--- config.mk ---
export PLATFORM = sky130hd
export DESIGN_NAME = wash_controller
export DESIGN_NICKNAME = d
export VERILOG_FILES = /design/src/rtl/wash_pkg.sv /design/src/rtl/second_tick.sv /design/src/rtl/wash_controller.sv
export SDC_FILE = /design/constraint.sdc
export NUM_CORES = 1
export LEC_CHECK = 0
export BUFFER_PORTS_ARGS = -buffer_cell sky130_fd_sc_hd__buf_2
export CORE_MARGIN = 8
export CORE_UTILIZATION = 25
export CTS_BUF_LIST = sky130_fd_sc_hd__clkbuf_4 sky130_fd_sc_hd__clkbuf_8
export CTS_CLUSTER_SIZE = 8
export DETAILED_ROUTE_END_ITERATION = 10
export PLACE_DENSITY_LB_ADDON = 0.2
export SLEW_MARGIN = 20
export SYNTH_ARGS = -nofsm -noshare
export SYNTH_HDL_FRONTEND = slang
export SYNTH_SLANG_ARGS = --single-unit
--- constraint.sdc ---
create_clock -name cp -period 21.4 [get_ports cp]
set_input_delay 2.14 -clock cp [delete_from_list [all_inputs] [get_ports cp]]
set_output_delay 2.14 -clock cp [all_outputs]
set_load 0.005 [all_outputs]
--- src/rtl/wash_pkg.sv ---
// ============================================================================
// Module      : wash_pkg
// Description : Shared encodings, program masks and stage-timing helpers for
//               the washing-machine control core.
// Revision    : 1.0 - initial release
// ============================================================================
`default_nettype none

package wash_pkg;

    typedef enum logic [2:0] {
        ST_SHUTDOWN = 3'd0,
        ST_BEGIN    = 3'd1,
        ST_SET      = 3'd2,
        ST_RUN      = 3'd3,
        ST_ERROR    = 3'd4,
        ST_PAUSE    = 3'd5,
        ST_FINISH   = 3'd6
    } wash_state_e;

    typedef enum logic [5:0] {
        DISP_EMPTY = 6'd55,
        DISP_FULL  = 6'd56,
        DISP_PAUSE = 6'd57,
        DISP_ERROR = 6'd58,
        DISP_HE    = 6'd59,
        DISP_LL    = 6'd60,
        DISP_O     = 6'd61
    } disp_code_e;

    localparam int unsigned MODE_COUNT = 6;
    localparam int unsigned WEIGHT_MAX = 5;

    function automatic logic [7:0] mode_mask(input logic [2:0] mode);
        case (mode)
            3'd0:    return 8'hFF;
            3'd1:    return 8'hC0;
            3'd2:    return 8'hFC;
            3'd3:    return 8'h3F;
            3'd4:    return 8'h03;
            3'd5:    return 8'h3C;
            default: return 8'hFF;
        endcase
    endfunction

    // Bit7..bit0: inWater, wash, outWater, spin, inWater, rinse, outWater, spin
    function automatic logic [1:0] stage_mult(input logic [2:0] bit_idx);
        case (bit_idx)
            3'd6:    return 2'd3;
            3'd2:    return 2'd2;
            default: return 2'd1;
        endcase
    endfunction

    function automatic logic [6:0] duration(input logic [2:0] bit_idx,
                                            input logic [2:0] weight);
        return 7'(stage_mult(bit_idx)) * 7'(weight);
    endfunction

    function automatic logic [6:0] total_time(input logic [7:0] mask,
                                              input logic [2:0] weight);
        logic [6:0] sum;
        sum = '0;
        for (int i = 0; i < 8; i++) begin
            if (mask[i]) begin
                sum = sum + duration(3'(i), weight);
            end
        end
        return sum;
    endfunction

    // Stages run from bit7 downwards, so the highest set bit is the next one.
    function automatic logic [2:0] highest_bit(input logic [7:0] mask);
        logic [2:0] idx;
        idx = '0;
        for (int i = 0; i < 8; i++) begin
            if (mask[i]) begin
                idx = 3'(i);
            end
        end
        return idx;
    endfunction

endpackage

`default_nettype wire

--- src/rtl/second_tick.sv ---
// ============================================================================
// Module      : second_tick
// Description : Registered rising-edge detector turning the 1 Hz square wave
//               into a one-cycle tick.
// Revision    : 1.0 - initial release
// ============================================================================
`default_nettype none

module second_tick (
    input  logic cp,
    input  logic reset,
    input  logic second,
    output logic tick
);

    logic r_prev;
    logic r_tick;

    // r_prev resets high so a wave already high at reset release is not a tick.
    always_ff @(posedge cp or posedge reset) begin
        if (reset) begin
            r_prev <= 1'b1;
            r_tick <= 1'b0;
        end else begin
            r_prev <= second;
            r_tick <= second & ~r_prev;
        end
    end

    assign tick = r_tick;

endmodule

`default_nettype wire

--- src/rtl/wash_controller.sv ---
// ============================================================================
// Module      : wash_controller
// Description : Washing-machine control core: power/set/run/pause/error/finish
//               sequencing, stage scheduling and remaining-time countdown.
// Revision    : 1.0 - initial release
// ============================================================================
`default_nettype none

module wash_controller
    import wash_pkg::*;
#(
    parameter int BEGIN_SEC      = 2,
    parameter int FINISH_SEC     = 5,
    parameter int CLICK_CYCLES   = 16,
    parameter int DEFAULT_WEIGHT = 3
) (
    input  logic       cp,
    input  logic       reset,
    input  logic       second,
    input  logic       powerBtn,
    input  logic       startBtn,
    input  logic       modeBtn,
    input  logic       weightBtn,
    input  logic       lidOpen,
    output logic [2:0] state,
    output logic [9:0] data,
    output logic [2:0] shinning,
    output logic       click,
    output logic [5:0] inLeft,
    output logic [5:0] inMiddle,
    output logic [5:0] inRight
);

    localparam int SEC_MAX = (BEGIN_SEC > FINISH_SEC) ? BEGIN_SEC : FINISH_SEC;
    localparam int SEC_W   = $clog2(SEC_MAX + 1);
    localparam int CLICK_W = $clog2(CLICK_CYCLES + 1);

    localparam logic [SEC_W-1:0]   c_begin_last   = SEC_W'(BEGIN_SEC - 1);
    localparam logic [SEC_W-1:0]   c_finish_last  = SEC_W'(FINISH_SEC - 1);
    localparam logic [CLICK_W-1:0] c_click_load   = CLICK_W'(CLICK_CYCLES);
    localparam logic [2:0]         c_def_weight   = 3'(DEFAULT_WEIGHT);
    localparam logic [2:0]         c_last_mode    = 3'(MODE_COUNT - 1);
    localparam logic [2:0]         c_weight_max   = 3'(WEIGHT_MAX);

    wash_state_e        r_state;
    logic [2:0]         r_mode;
    logic [2:0]         r_weight;
    logic [2:0]         r_shinning;
    logic [7:0]         r_mask;
    logic [6:0]         r_remaining;
    logic [6:0]         r_stage_cnt;
    logic [SEC_W-1:0]   r_sec_cnt;
    logic [CLICK_W-1:0] r_click_cnt;

    logic       w_tick;
    logic [2:0] w_first_bit;
    logic [2:0] w_cur_bit;
    logic [7:0] w_mask_after;
    logic [2:0] w_next_bit;
    logic [6:0] w_total;
    logic [6:0] w_time;
    logic [2:0] w_mode_next;
    logic [2:0] w_weight_next;

    second_tick u_second_tick (
        .cp     (cp),
        .reset  (reset),
        .second (second),
        .tick   (w_tick)
    );

    assign w_first_bit   = highest_bit(r_mask);
    assign w_cur_bit     = 3'd7 - r_shinning;
    assign w_mask_after  = r_mask & ~(8'b1 << w_cur_bit);
    assign w_next_bit    = highest_bit(w_mask_after);
    assign w_total       = total_time(r_mask, r_weight);
    assign w_mode_next   = (r_mode == c_last_mode) ? 3'd0 : r_mode + 3'd1;
    assign w_weight_next = (r_weight == c_weight_max) ? 3'd1 : r_weight + 3'd1;

    always_ff @(posedge cp or posedge reset) begin
        if (reset) begin
            r_state     <= ST_SHUTDOWN;
            r_mode      <= 3'd0;
            r_weight    <= c_def_weight;
            r_shinning  <= 3'd0;
            r_mask      <= mode_mask(3'd0);
            r_remaining <= 7'd0;
            r_stage_cnt <= 7'd0;
            r_sec_cnt   <= '0;
            r_click_cnt <= '0;
        end else begin
            if (r_click_cnt != '0) begin
                r_click_cnt <= r_click_cnt - CLICK_W'(1);
            end

            if (powerBtn) begin
                r_click_cnt <= c_click_load;
                r_sec_cnt   <= '0;
                if (r_state == ST_SHUTDOWN) begin
                    r_state <= ST_BEGIN;
                end else begin
                    r_state     <= ST_SHUTDOWN;
                    r_mask      <= mode_mask(r_mode);
                    r_remaining <= 7'd0;
                    r_stage_cnt <= 7'd0;
                    r_shinning  <= 3'd0;
                end
            end else begin
                unique case (r_state)
                    ST_SHUTDOWN: ;

                    ST_BEGIN: begin
                        if (w_tick) begin
                            if (r_sec_cnt == c_begin_last) begin
                                r_state   <= ST_SET;
                                r_mask    <= mode_mask(r_mode);
                                r_sec_cnt <= '0;
                            end else begin
                                r_sec_cnt <= r_sec_cnt + SEC_W'(1);
                            end
                        end
                    end

                    ST_SET: begin
                        if (startBtn) begin
                            r_state     <= ST_RUN;
                            r_remaining <= w_total;
                            r_stage_cnt <= duration(w_first_bit, r_weight);
                            r_shinning  <= 3'd7 - w_first_bit;
                            r_click_cnt <= c_click_load;
                        end else begin
                            if (modeBtn) begin
                                r_mode      <= w_mode_next;
                                r_mask      <= mode_mask(w_mode_next);
                                r_click_cnt <= c_click_load;
                            end
                            if (weightBtn) begin
                                r_weight    <= w_weight_next;
                                r_click_cnt <= c_click_load;
                            end
                        end
                    end

                    // Leaving run takes priority over a coincident tick.
                    ST_RUN: begin
                        if (lidOpen) begin
                            r_state <= ST_ERROR;
                        end else if (startBtn) begin
                            r_state     <= ST_PAUSE;
                            r_click_cnt <= c_click_load;
                        end else if (w_tick) begin
                            r_remaining <= r_remaining - 7'd1;
                            if (r_stage_cnt == 7'd1) begin
                                r_mask <= w_mask_after;
                                if (w_mask_after == 8'h00) begin
                                    r_state     <= ST_FINISH;
                                    r_stage_cnt <= 7'd0;
                                    r_sec_cnt   <= '0;
                                end else begin
                                    r_stage_cnt <= duration(w_next_bit, r_weight);
                                    r_shinning  <= 3'd7 - w_next_bit;
                                end
                            end else begin
                                r_stage_cnt <= r_stage_cnt - 7'd1;
                            end
                        end
                    end

                    ST_PAUSE: begin
                        if (startBtn) begin
                            r_state     <= ST_RUN;
                            r_click_cnt <= c_click_load;
                        end
                    end

                    ST_ERROR: begin
                        if (startBtn && !lidOpen) begin
                            r_state     <= ST_RUN;
                            r_click_cnt <= c_click_load;
                        end
                    end

                    ST_FINISH: begin
                        if (startBtn || modeBtn || weightBtn) begin
                            r_state     <= ST_SHUTDOWN;
                            r_mask      <= mode_mask(r_mode);
                            r_shinning  <= 3'd0;
                            r_sec_cnt   <= '0;
                            r_click_cnt <= c_click_load;
                        end else if (w_tick) begin
                            if (r_sec_cnt == c_finish_last) begin
                                r_state    <= ST_SHUTDOWN;
                                r_mask     <= mode_mask(r_mode);
                                r_shinning <= 3'd0;
                                r_sec_cnt  <= '0;
                            end else begin
                                r_sec_cnt <= r_sec_cnt + SEC_W'(1);
                            end
                        end
                    end

                    default: r_state <= ST_SHUTDOWN;
                endcase
            end
        end
    end

    // In set the display previews the program length; afterwards it counts down.
    assign w_time = (r_state == ST_SET) ? w_total : r_remaining;

    always_comb begin
        data     = 10'd0;
        inLeft   = 6'd0;
        inMiddle = 6'd0;
        inRight  = 6'd0;
        case (r_state)
            ST_SHUTDOWN: ;
            ST_BEGIN: begin
                data     = {2'b01, 8'h00};
                inLeft   = DISP_HE;
                inMiddle = DISP_LL;
                inRight  = DISP_O;
            end
            default: begin
                data     = {(r_state == ST_SET), 1'b1, r_mask};
                inLeft   = {3'b000, r_weight};
                inMiddle = 6'(w_time / 7'd10);
                inRight  = 6'(w_time % 7'd10);
            end
        endcase
    end

    assign state    = r_state;
    assign shinning = r_shinning;
    assign click    = (r_click_cnt != '0);

endmodule

`default_nettype wire

==> impl_metrics.ini <==
[run_status]
status = complete, no violations

[setup_path]
end_kind = output port
cp_max_fo = 19
r2r_end = r_remaining[6]
cp_data_required_time_ns = 19.26
slowest_delay_ns = 0.66
rr_worst_depth = 33
cpMostUsedCell = ha_1
critPathKind = reg2out
start_kind = flop
slowest_stage = dfrtp_1
reg2reg_from = r_weight[2]
r2r_slack_ns = 13.02
crit_arrival_ns = 12.61

[floorplan]
core.rowCount = 56
core_area_um2 = 23260
dieArea_um2 = 28600
io_pins = 43
die_h_um = 169.1
start_util_pct = 25.19
die_w_um = 169.1

[grt]
grtUsageTotal_pct = 12.36
grt_pass1_wl_um = 29240
grt_pass1_vias = 5565
antenna_found_initial = 0
grt_max_degree = 45
gr-total-overflow = 0

[clock_network]
cts-root-buf = clkbuf_8
post-cts-setup-buffers = 0
ctsHoldBuffers = 0
h-tree-depth = 2
numClockSinks = 44
clk_pin_slew_ns = 0.10
cts_resized = 0
worstSkewPairLatency_ns = 0.32
cts_tree = built
cts_made_buffers = 5
cts.path.max_buffers = 2

[final_layout]
stdcell_area_um2 = 6471
diodes = 0
multi_input_area_um2 = 4354
regArea_um2 = 1115
nets = 887
area_delta_synth_final_pct = 10.42
drive_above_1_share_pct = 11.07
fillers = 2636
finalNonFillerCells = 1132

[yosys]
async_flop_share_pct = 100.0
synth_common_cells = 94 x nand2_1, 85 x nor2_1, 71 x a21oi_1, 65 x o21ai_0, 57 x ha_1
synth.area.top_cells = dfrtp_1 14%, ha_1 12%, a21oi_1 6.1%
synth_top_area_share_pct = 14.09
synth-edff-count = 0
netlist.top_cell.by_area = dfrtp_1
synth_flop_cell = dfrtp_1
synth_cell_types = 81
yosysMostFrequentCell = nand2_1
postSynthCellCount = 799
synth_warnings = 0
synthesis.nets = 874
ys_seq_elements = 44
synth_seq_area_share_pct = 19.02
synth_area_um2 = 5861
avgSynthCellArea_um2 = 7.335

[place]
postPlaceCellArea_um2 = 6334
io_buffers = 42
place_inst = 1124
gp_congestion = 0.8007
place.detailed.hpwl_um = 13440

[hold_path]
worstHoldEndpoint = r_click_cnt[4]
hp-class = reg2reg
worstHoldStart = r_click_cnt[4]
holdPathStages = 1

[routing]
first_pass_iters = 5
drc = 0
postRouteAntennaNets = 0
totalWireLength_um = 17640
drt_iter0_drc = 280
via_count = 5626
wire_per_inst_um = 15.58
via_per_inst = 4.970

[sta]
fmax_mhz = 67.79
setup_viol = 0
finalHoldViolCount = 0
rsz0062_at_grt = no
fin_worst_skew_ns = 0.01613
worst_pin_slew_ns = 0.8836
fin_crit_sh_pct = 68.93
drv_slew = 0
setup_tns_ns = 0
finalCriticalPeriod_ns = 14.75
slew_headroom_pct = 40.88

[job]
maxCapViolations = 0
## per-layer routing
layer  up-vias  routed length (µm)  GRT usage, %
met5         -                   0             0
met4         0                 206         2.347
met3        13                 444         1.421
met2        73                8465         21.33
met1      2671                8519         16.44
li1       2869                   -             -
## placed cells by master (no fill, tap or decap), drive strengths merged, types with 12 or more instances in the layout
cell,instances
nand2,94
inv,55
nor2b,17
nand3,19
o21ai,68
ha,57
nor2,86
a21oi,72
buf,47
xnor2,16
a31oi,14
xor2,15
nor3,18
a21o,12
dfrtp,33
## per-stage QoR
| stage | utilization [%] | hold slack [ns] | worst slack [ns] |
|---|---|---|---|
| 4_1_cts | 27.81 | 0.4849 | 6.677 |
| 3_3_place_gp | 27.23 | 0.4528 | 7.287 |
| 2_1_floorplan | - | 0.4418 | 8.275 |
| 3_5_place_dp | 27.23 | 0.4617 | 7.056 |
| 5_1_grt | 27.82 | 0.4976 | 5.543 |
| 6_report | 27.82 | 0.4803 | 6.649 |
## critical path, delay by kind of cell, from the launching register on
family	cells	cell delay [ns]
AOI/OAI and AO/OA	15	2.93
xor gates and xnor gates	3	0.73
adders and majority gates	15	5.17
buffers and inverters	9	0.80
DFF	1	0.66
muxes	1	0.41
and+or+nand+nor	10	1.60
## state kept, by name, indices dropped and copies added, names as in the netlist
name,flops
r_remaining,7
shinning,3
r_weight,3
u_second_tick.r_prev,1
r_mask,8
r_click_cnt,5
state,3
r_stage_cnt,7
r_sec_cnt,3
r_mode,3
u_second_tick.tick,1
## cell type report
cell class                      count  share of cell area [%]
Multi-Input combinational cell    656                   67.29
Sequential cell                    44                   17.23
Tap cell                          319                   6.168
Timing Repair Buffer               47                   3.828
Inverter                           58                   3.384
Clock buffer                        6                   1.179
Clock inverter                      2                  0.9281
## worst max-delay path by stage
stage                     cells after the start    endpoint   startpoint  slack, ns
after floorplan                              50  inRight[5]    r_mask[1]       8.27
after global placement                       51  inRight[5]  r_weight[2]       7.29
after detailed placement                     53  inRight[5]  r_weight[2]       7.06
after CTS                                    53  inRight[5]  r_weight[2]       6.68
after global routing                         53  inRight[5]  r_weight[2]       5.54
final                                        53  inRight[5]  r_weight[2]       6.65
## logic make-up after synthesis
family                     after synthesis  synth area share (%)
other                                    1               0.06399
muxes                                   11                 2.007
xor gates and xnor gates                34                 5.828
adders and majority gates               68                 15.76
and+or+nand+nor                        297                 23.89
AOI/OAI and AO/OA                      245                 26.75
DFF                                     44                 19.02
buffers and inverters                   99                 6.682
Power is not shown: default switching activity piles up to over one toggle a cycle in this logic, so the estimate is an artifact.
